[src/rtl/bitfusion_pkg.sv]
// ---------------------------------------------------------------------------
// bitfusion_pkg
// Shared types and constants for the bitfusion job sequencer:
//   state_t       - sequencer FSM states
//   W1/W2/W4      - the legal operand bit-width codes
//   width_legal() - true when a width code is one of W1/W2/W4
//   PSUM_W_DEF / ACC_W_DEF - default datapath psum and accumulator widths
// ---------------------------------------------------------------------------
package bitfusion_pkg;

   typedef enum logic [1:0] {
      ST_IDLE  = 2'd0,
      ST_ISSUE = 2'd1,
      ST_DRAIN = 2'd2,
      ST_DONE  = 2'd3
   } state_t;

   localparam logic [2:0] W1 = 3'd1;
   localparam logic [2:0] W2 = 3'd2;
   localparam logic [2:0] W4 = 3'd4;

   localparam int PSUM_W_DEF = 18;
   localparam int ACC_W_DEF  = 32;

   function automatic logic width_legal(input logic [2:0] w);
      return (w == W1) || (w == W2) || (w == W4);
   endfunction

endpackage

[src/rtl/bitfusion_vld_pipe.sv]
// ---------------------------------------------------------------------------
// bitfusion_vld_pipe
// Valid-bit shift register of parameterised depth. A bit entering at head_in
// appears at tail_out DEPTH clock edges later. Cleared by the asynchronous
// reset, so anything in flight is forgotten.
//   clk      - clock, rising edge
//   rst      - asynchronous active-high clear
//   head_in  - valid bit entering the pipe
//   tail_out - valid bit leaving the pipe
// DEPTH must be at least 2.
// ---------------------------------------------------------------------------
module bitfusion_vld_pipe #(
   parameter int DEPTH = 4
) (
   input  logic clk,
   input  logic rst,
   input  logic head_in,
   output logic tail_out
);

   logic [DEPTH-1:0] stage_reg;
   logic [DEPTH-1:0] stage_next;

   assign stage_next = {stage_reg[DEPTH-2:0], head_in};

   genvar gi;
   generate
      for (gi = 0; gi < DEPTH; gi++) begin : g_stage
         always_ff @(posedge clk or posedge rst) begin
            if (rst) stage_reg[gi] <= 1'b0;
            else     stage_reg[gi] <= stage_next[gi];
         end
      end
   endgenerate

   assign tail_out = stage_reg[DEPTH-1];

endmodule

[src/rtl/bitfusion_seq_ctrl.sv]
// ---------------------------------------------------------------------------
// bitfusion_seq_ctrl
// Job sequencer for one bitfusion datapath. Accepts a dot-product command,
// streams len operand pairs from the input/weight buffers into the datapath
// (one per cycle, no bubbles), accumulates the returned psums and hands back
// one signed result per job.
//   clk, rst            - clock and asynchronous active-high reset
//   cmd_*               - command handshake and job fields
//   in_rd_*, wt_rd_*    - buffer read ports (data valid one cycle after en)
//   fu_*                - datapath operands/config, fu_psum returned result
//   res_valid/ready     - result handshake; res_data sum, res_err bad width
//   busy                - sequencer not idle
// ---------------------------------------------------------------------------
module bitfusion_seq_ctrl
   import bitfusion_pkg::*;
#(
   parameter int ADDR_W   = 8,
   parameter int LEN_W    = 8,
   parameter int PSUM_W   = PSUM_W_DEF,
   parameter int ACC_W    = ACC_W_DEF,
   parameter int PIPE_LAT = 2
) (
   input  logic              clk,
   input  logic              rst,
   input  logic              cmd_valid,
   output logic              cmd_ready,
   input  logic [LEN_W-1:0]  cmd_len,
   input  logic [ADDR_W-1:0] cmd_in_base,
   input  logic [ADDR_W-1:0] cmd_wt_base,
   input  logic [2:0]        cmd_in_width,
   input  logic [2:0]        cmd_wt_width,
   input  logic              cmd_s_in,
   input  logic              cmd_s_wt,
   output logic              in_rd_en,
   output logic [ADDR_W-1:0] in_rd_addr,
   input  logic [3:0]        in_rd_data,
   output logic              wt_rd_en,
   output logic [ADDR_W-1:0] wt_rd_addr,
   input  logic [3:0]        wt_rd_data,
   output logic [3:0]        fu_in,
   output logic [3:0]        fu_weight,
   output logic [2:0]        fu_in_width,
   output logic [2:0]        fu_weight_width,
   output logic              fu_s_in,
   output logic              fu_s_weight,
   input  logic [PSUM_W-1:0] fu_psum,
   output logic              res_valid,
   input  logic              res_ready,
   output logic [ACC_W-1:0]  res_data,
   output logic              res_err,
   output logic              busy
);

   state_t             state_reg;
   logic [LEN_W-1:0]   len_reg;
   logic [LEN_W-1:0]   k_reg;        // index of the read currently on the bus
   logic [LEN_W-1:0]   acc_cnt_reg;  // psums accumulated so far this job
   logic [ACC_W-1:0]   acc_reg;
   logic               rd_vld_reg;   // buffer data valid this cycle
   logic               psum_vld;
   logic [ACC_W-1:0]   psum_ext;

   // A read issued in cycle t lands in fu_* at t+2 and its psum is valid
   // PIPE_LAT cycles after that, so the tracker is 2+PIPE_LAT deep.
   bitfusion_vld_pipe #(
      .DEPTH (2 + PIPE_LAT)
   ) u_vld_pipe (
      .clk      (clk),
      .rst      (rst),
      .head_in  (in_rd_en),
      .tail_out (psum_vld)
   );

   assign psum_ext = {{(ACC_W-PSUM_W){fu_psum[PSUM_W-1]}}, fu_psum};
   assign busy     = (state_reg != ST_IDLE);

   always_ff @(posedge clk or posedge rst) begin
      if (rst) begin
         state_reg       <= ST_IDLE;
         len_reg         <= '0;
         k_reg           <= '0;
         acc_cnt_reg     <= '0;
         acc_reg         <= '0;
         rd_vld_reg      <= 1'b0;
         cmd_ready       <= 1'b0;
         in_rd_en        <= 1'b0;
         in_rd_addr      <= '0;
         wt_rd_en        <= 1'b0;
         wt_rd_addr      <= '0;
         fu_in           <= '0;
         fu_weight       <= '0;
         fu_in_width     <= '0;
         fu_weight_width <= '0;
         fu_s_in         <= 1'b0;
         fu_s_weight     <= 1'b0;
         res_valid       <= 1'b0;
         res_data        <= '0;
         res_err         <= 1'b0;
      end else begin
         // Operand staging: capture buffer data on the cycle it is valid.
         rd_vld_reg <= in_rd_en;
         if (rd_vld_reg) begin
            fu_in     <= in_rd_data;
            fu_weight <= wt_rd_data;
         end

         if (psum_vld) begin
            acc_reg     <= acc_reg + psum_ext;
            acc_cnt_reg <= acc_cnt_reg + LEN_W'(1);
         end

         case (state_reg)
            ST_IDLE: begin
               cmd_ready <= 1'b1;
               if (cmd_valid && cmd_ready) begin
                  cmd_ready       <= 1'b0;
                  len_reg         <= cmd_len;
                  k_reg           <= '0;
                  acc_reg         <= '0;
                  acc_cnt_reg     <= '0;
                  fu_in_width     <= cmd_in_width;
                  fu_weight_width <= cmd_wt_width;
                  fu_s_in         <= cmd_s_in;
                  fu_s_weight     <= cmd_s_wt;
                  res_err         <= !(width_legal(cmd_in_width) && width_legal(cmd_wt_width));
                  // The first read goes out on the cycle right after acceptance.
                  in_rd_addr      <= cmd_in_base;
                  wt_rd_addr      <= cmd_wt_base;
                  if (cmd_len != '0) begin
                     in_rd_en  <= 1'b1;
                     wt_rd_en  <= 1'b1;
                     state_reg <= ST_ISSUE;
                  end else begin
                     state_reg <= ST_DONE;
                  end
               end
            end

            ST_ISSUE: begin
               if (k_reg == len_reg - LEN_W'(1)) begin
                  in_rd_en  <= 1'b0;
                  wt_rd_en  <= 1'b0;
                  state_reg <= ST_DRAIN;
               end else begin
                  k_reg      <= k_reg + LEN_W'(1);
                  in_rd_addr <= in_rd_addr + ADDR_W'(1);
                  wt_rd_addr <= wt_rd_addr + ADDR_W'(1);
               end
            end

            ST_DRAIN: begin
               if (psum_vld && (acc_cnt_reg == len_reg - LEN_W'(1))) state_reg <= ST_DONE;
            end

            ST_DONE: begin
               if (!res_valid) begin
                  res_valid <= 1'b1;
                  res_data  <= acc_reg;
               end else if (res_ready) begin
                  res_valid <= 1'b0;
                  cmd_ready <= 1'b1;
                  state_reg <= ST_IDLE;
               end
            end

            default: state_reg <= ST_IDLE;
         endcase
      end
   end

endmodule

[config.mk]
export PLATFORM = sky130hd
export DESIGN_NAME = bitfusion_seq_ctrl
export DESIGN_NICKNAME = d
export VERILOG_FILES = /design/src/rtl/bitfusion_pkg.sv /design/src/rtl/bitfusion_vld_pipe.sv /design/src/rtl/bitfusion_seq_ctrl.sv
export SDC_FILE = /design/constraint.sdc
export NUM_CORES = 1
export LEC_CHECK = 0
export BUFFER_PORTS_ARGS = -buffer_cell sky130_fd_sc_hd__buf_4
export CORE_ASPECT_RATIO = 1.5
export CORE_UTILIZATION = 25
export CTS_CLUSTER_SIZE = 14
export DETAILED_ROUTE_END_ITERATION = 7
export GPL_TIMING_DRIVEN = 0
export HOLD_SLACK_MARGIN = 0.05
export MAX_ROUTING_LAYER = met4
export PLACE_DENSITY_LB_ADDON = 0.08
export SLEW_MARGIN = 20
export SYNTH_ARGS = -nofsm -noshare
export SYNTH_HDL_FRONTEND = slang
export SYNTH_HIERARCHICAL = 1
export SYNTH_SLANG_ARGS = --single-unit
[constraint.sdc]
create_clock -name clk -period 10.75 [get_ports clk]
set_input_delay 2.15 -clock clk [delete_from_list [all_inputs] [get_ports clk]]
set_output_delay 2.15 -clock clk [all_outputs]
set_load 0.1 [all_outputs]
==> flow_summary_export.csv <==
group,metric,value,unit
yosys,synth_flop_cell,"dfrtp_1",
timing,drv_slew,0,
floorplanning,rows,78,
final_layout,drive_gt1_share,23.03,%
critical_path,ff2ff_path_depth,9,
final_layout,syn_to_final_growth,27.53,%
critical_path,cpMaxStageDelayCell,"or3b_2",
drt,vias,6768,
clocking,ctsHoldBuffers,0,
floorplanning,die_y,218.5,µm
clocking,insertion_delay,0.45,ns
power,clock_power_share,52.6,%
drt,antenna_left,0,
power,power_density,122.6,mW/mm²
critical_path,path_max_fanout,4,
timing,setup_viol,0,
critical_path,crit_arrival,4.86,ns
critical_path,crit_chain,"buf_4 > ha_1 > fa_1 > a21o_1 > a311o_1 > nand2_1 > a2111oi_2 > o21ai_0 > a2111oi_0 > or3b_2",
yosys,synth-seq-cells,131,
critical_path,critPathBufInv,1,
floorplanning,die_w,146.3,µm
timing,finClkSkew,0.01231,ns
yosys,synthSimpleGateAreaFrac,18.26,%
power,power.leakage,0.004699,µW
critical_path,cp.required,11.07,ns
power,p_int,919.6,µW
power,p_seq_share,40.4,%
power,ir_drop,110.0,µV
final_layout,ff_latch_area,0.003278,mm²
drt,drc,0,
yosys,netlist_top_cells_area,"dfrtp_1, ha_1, nand2_1",
placed_design,gp_congestion,0.8328,
power,p_comb_share,7.0,%
critical_path,cpLargestDelayFamily,"compound AO/OA/AOI/OAI gates",
placed_design,io_buffer_count,131,
clocking,clk_pin_slew,0.06,ns
critical_path,r2r_start,"acc_reg[0]",
clocking,root_buffer,"clkbuf_16",
yosys,synth.most_common_cell,"dfrtp_1",
timing,fmaxAchievable,0.2206,GHz
placed_design,dp_hpwl,18730,µm
job,max-cap-violations,0,
critical_path,r2r_end,"acc_reg[28]",
yosys,synth.top_cells.by_count,"dfrtp_1, nand2_1, a21oi_1",
final_layout,finalNetCount,1080,
clocking,clockBufferDepth,2,
clocking,htreeDepth,4,
critical_path,start_kind,"input pin",
critical_path,critPathKind,"input pin to flop",
global_route,met1_usage,18.43,%
final_layout,fillCellCount,3267,
yosys,synthArstFlopShare,100.0,%
floorplanning,io_pins,132,
floorplanning,die_area,0.03197,mm²
yosys,yosysWarnings,6,
hold_path,holdPathStages,0,
yosys,yosys.area.top_type,"dfrtp_1",
drt,drt_iter0_markers,273,
clocking,cts_buffers,17,
yosys,syn_inst,826,
global_route,antenna_found_initial,0,
timing,setup-tns-final,0,ns
final_layout,finalNonFillerCells,1390,
yosys,synth_edf_count,0,
timing,final_period_minus_worst_setup_slack,4.533,ns
timing,rsz0062_at_grt,"no",
power,p_sw,302.0,µW
hold_path,worstHoldEndpoint,"u_vld_pipe/stage_next[2]",
global_route,grt-ovfl-total,0,
hold_path,hold_class,"flop to flop",
yosys,syn_nets,929,
yosys,synth.top_cell.area_share,41.96,%
critical_path,max_stage_delay,0.47,ns
yosys,synth_cell_types,73,
yosys,ys_seq_area_share,41.96,%
yosys,avgSynthCellArea,9.458,µm²
clocking,cts_resized,0,
run_status,status,"completed",
critical_path,end_kind,"flop",
clocking,postCtsSetupBuffers,0,
floorplanning,start_util,25.66,%
hold_path,hp-start,"u_vld_pipe/stage_next[1]",
placed_design,dp_cells,1358,
timing,max_slew.worst_pin.slew,0.9257,ns
drt,drt_pass1_iterations,5,
timing,hold_viol,0,
global_route,grt_pass1_wl,39190,µm
yosys,synth_xor_area_share,5.349,%
timing,min_period_over_period,42.17,%
drt,viasPerCell,4.869,
floorplanning,core,0.03045,mm²
drt,drt-total-wl,25030,µm
clocking,clock-sinks,131,
final_layout,multiInputGateArea,0.004304,mm²
global_route,grt_pass1_vias,6941,
global_route,grt_usage,16.76,%
global_route,busiest_layer,"met2",
global_route,grt_max_degree,87,
critical_path,reg2reg_slack,7.63,ns
yosys,netlist_area,0.007812,mm²
yosys,muxShareOfSynthArea,8.328,%
drt,routedWlPerCell,18.01,µm
power,swShare,24.72,%
global_route,grt_util_met2,29.86,%
yosys,synth_fa_ha_area_share,6.662,%
yosys,synth-compound-area-share,16.50,%
global_route,grtUsageMet3,2.923,%
final_layout,diodes,0,
yosys,synth_top_family_by_area,"simple AND/OR/NAND/NOR gates",
clocking,cts_tree,"yes",
timing,relSlewSlack,38.28,%
[worst max-delay path by stage]
stage	start	to	slack [ns]	cells past startpoint
final	fu_psum[0]	acc_reg[28]	6.22	10
after floorplan	rst	acc_cnt_reg[0]	5.22	1
after CTS	fu_psum[0]	acc_reg[28]	6.19	10
after global routing	fu_psum[17]	acc_reg[29]	6.05	10
after detailed placement	fu_psum[0]	acc_reg[28]	5.71	10
after global placement	rst	acc_reg[1]	3.06	2
[cell usage in the layout, fill, tap and decap left out, drive strengths merged, types with 7 or more instances in the layout]
| cell type | count |
|---|---|
| ha | 40 |
| xnor2 | 24 |
| o211ai | 11 |
| nand2 | 125 |
| nor2 | 49 |
| dfrtp | 131 |
| inv | 19 |
| nor3 | 20 |
| o22ai | 10 |
| clkbuf | 47 |
| buf | 140 |
| a21oi | 71 |
| mux2i | 20 |
| mux2 | 40 |
| xor2 | 16 |
| nand3 | 31 |
| nand4 | 12 |
| clkinv | 7 |
| a21o | 8 |
| a211oi | 11 |
| o21ai | 49 |
| and3 | 11 |
[power by group through the flow]
stage,logic (µW),registers [µW],clock network [µW]
4_1_cts,87.2,494,660
6_report,85.3,494,642
3_3_place_gp,85.6,503,0
5_1_grt,95.7,494,681
3_5_place_dp,86.8,503,0
2_1_floorplan,48.7,503,0
[final cells by class]
cell class                 count  share of cell area [%]
sequential                   131                   32.90
clock buffer                  17                   4.270
timing repair buffer         132                   10.15
inverter                      17                  0.7158
multi-input combinational    640                   43.20
clock inverter                15                   2.072
buffer                        38                   1.670
tap                          400                   5.023
[through the flow]
| stage | util (%) | instance area, µm² | hold slack, ns | power, µW | setup slack [ns] |
|---|---|---|---|---|---|
| after floorplan | - | 7812 | 0.3312 | 551.8 | 5.216 |
| after global placement | 30.53 | 9296 | 0.3400 | 589.0 | 3.060 |
| after detailed placement | 30.65 | 9331 | 0.3364 | 590.0 | 5.714 |
| after CTS | 32.72 | 9963 | 0.3516 | 1241 | 6.192 |
| after global routing | 32.72 | 9963 | 0.3674 | 1271 | 6.053 |
| final | 32.72 | 9963 | 0.3488 | 1222 | 6.217 |
[per-layer routing]
layer	part of all wire, %	wire (µm)	up-vias
met5	0	0	-
met4	2.0	512	0
met3	3.2	812	28
met2	53	13370	148
met1	41	10340	3290
li1	-	-	3302
[worst register-to-register path: cells and delay by family, from the launching register on]
family,cells,cell delay (ns)
flip-flops,1,0.40
AO/OA/AOI/OAI,5,1.34
AND/OR/NAND/NOR,2,0.62
adder cells (fa/ha/maj),2,0.64
[kinds of logic after synthesis]
family                     after synthesis
and+or+nand+nor                        293
AOI/OAI and AO/OA                      203
DFF                                    131
muxes                                   60
buffers and inverters                   55
xor gates and xnor gates                43
adders and majority gates               41
No activity file was read; power rests on OpenSTA's default activity.
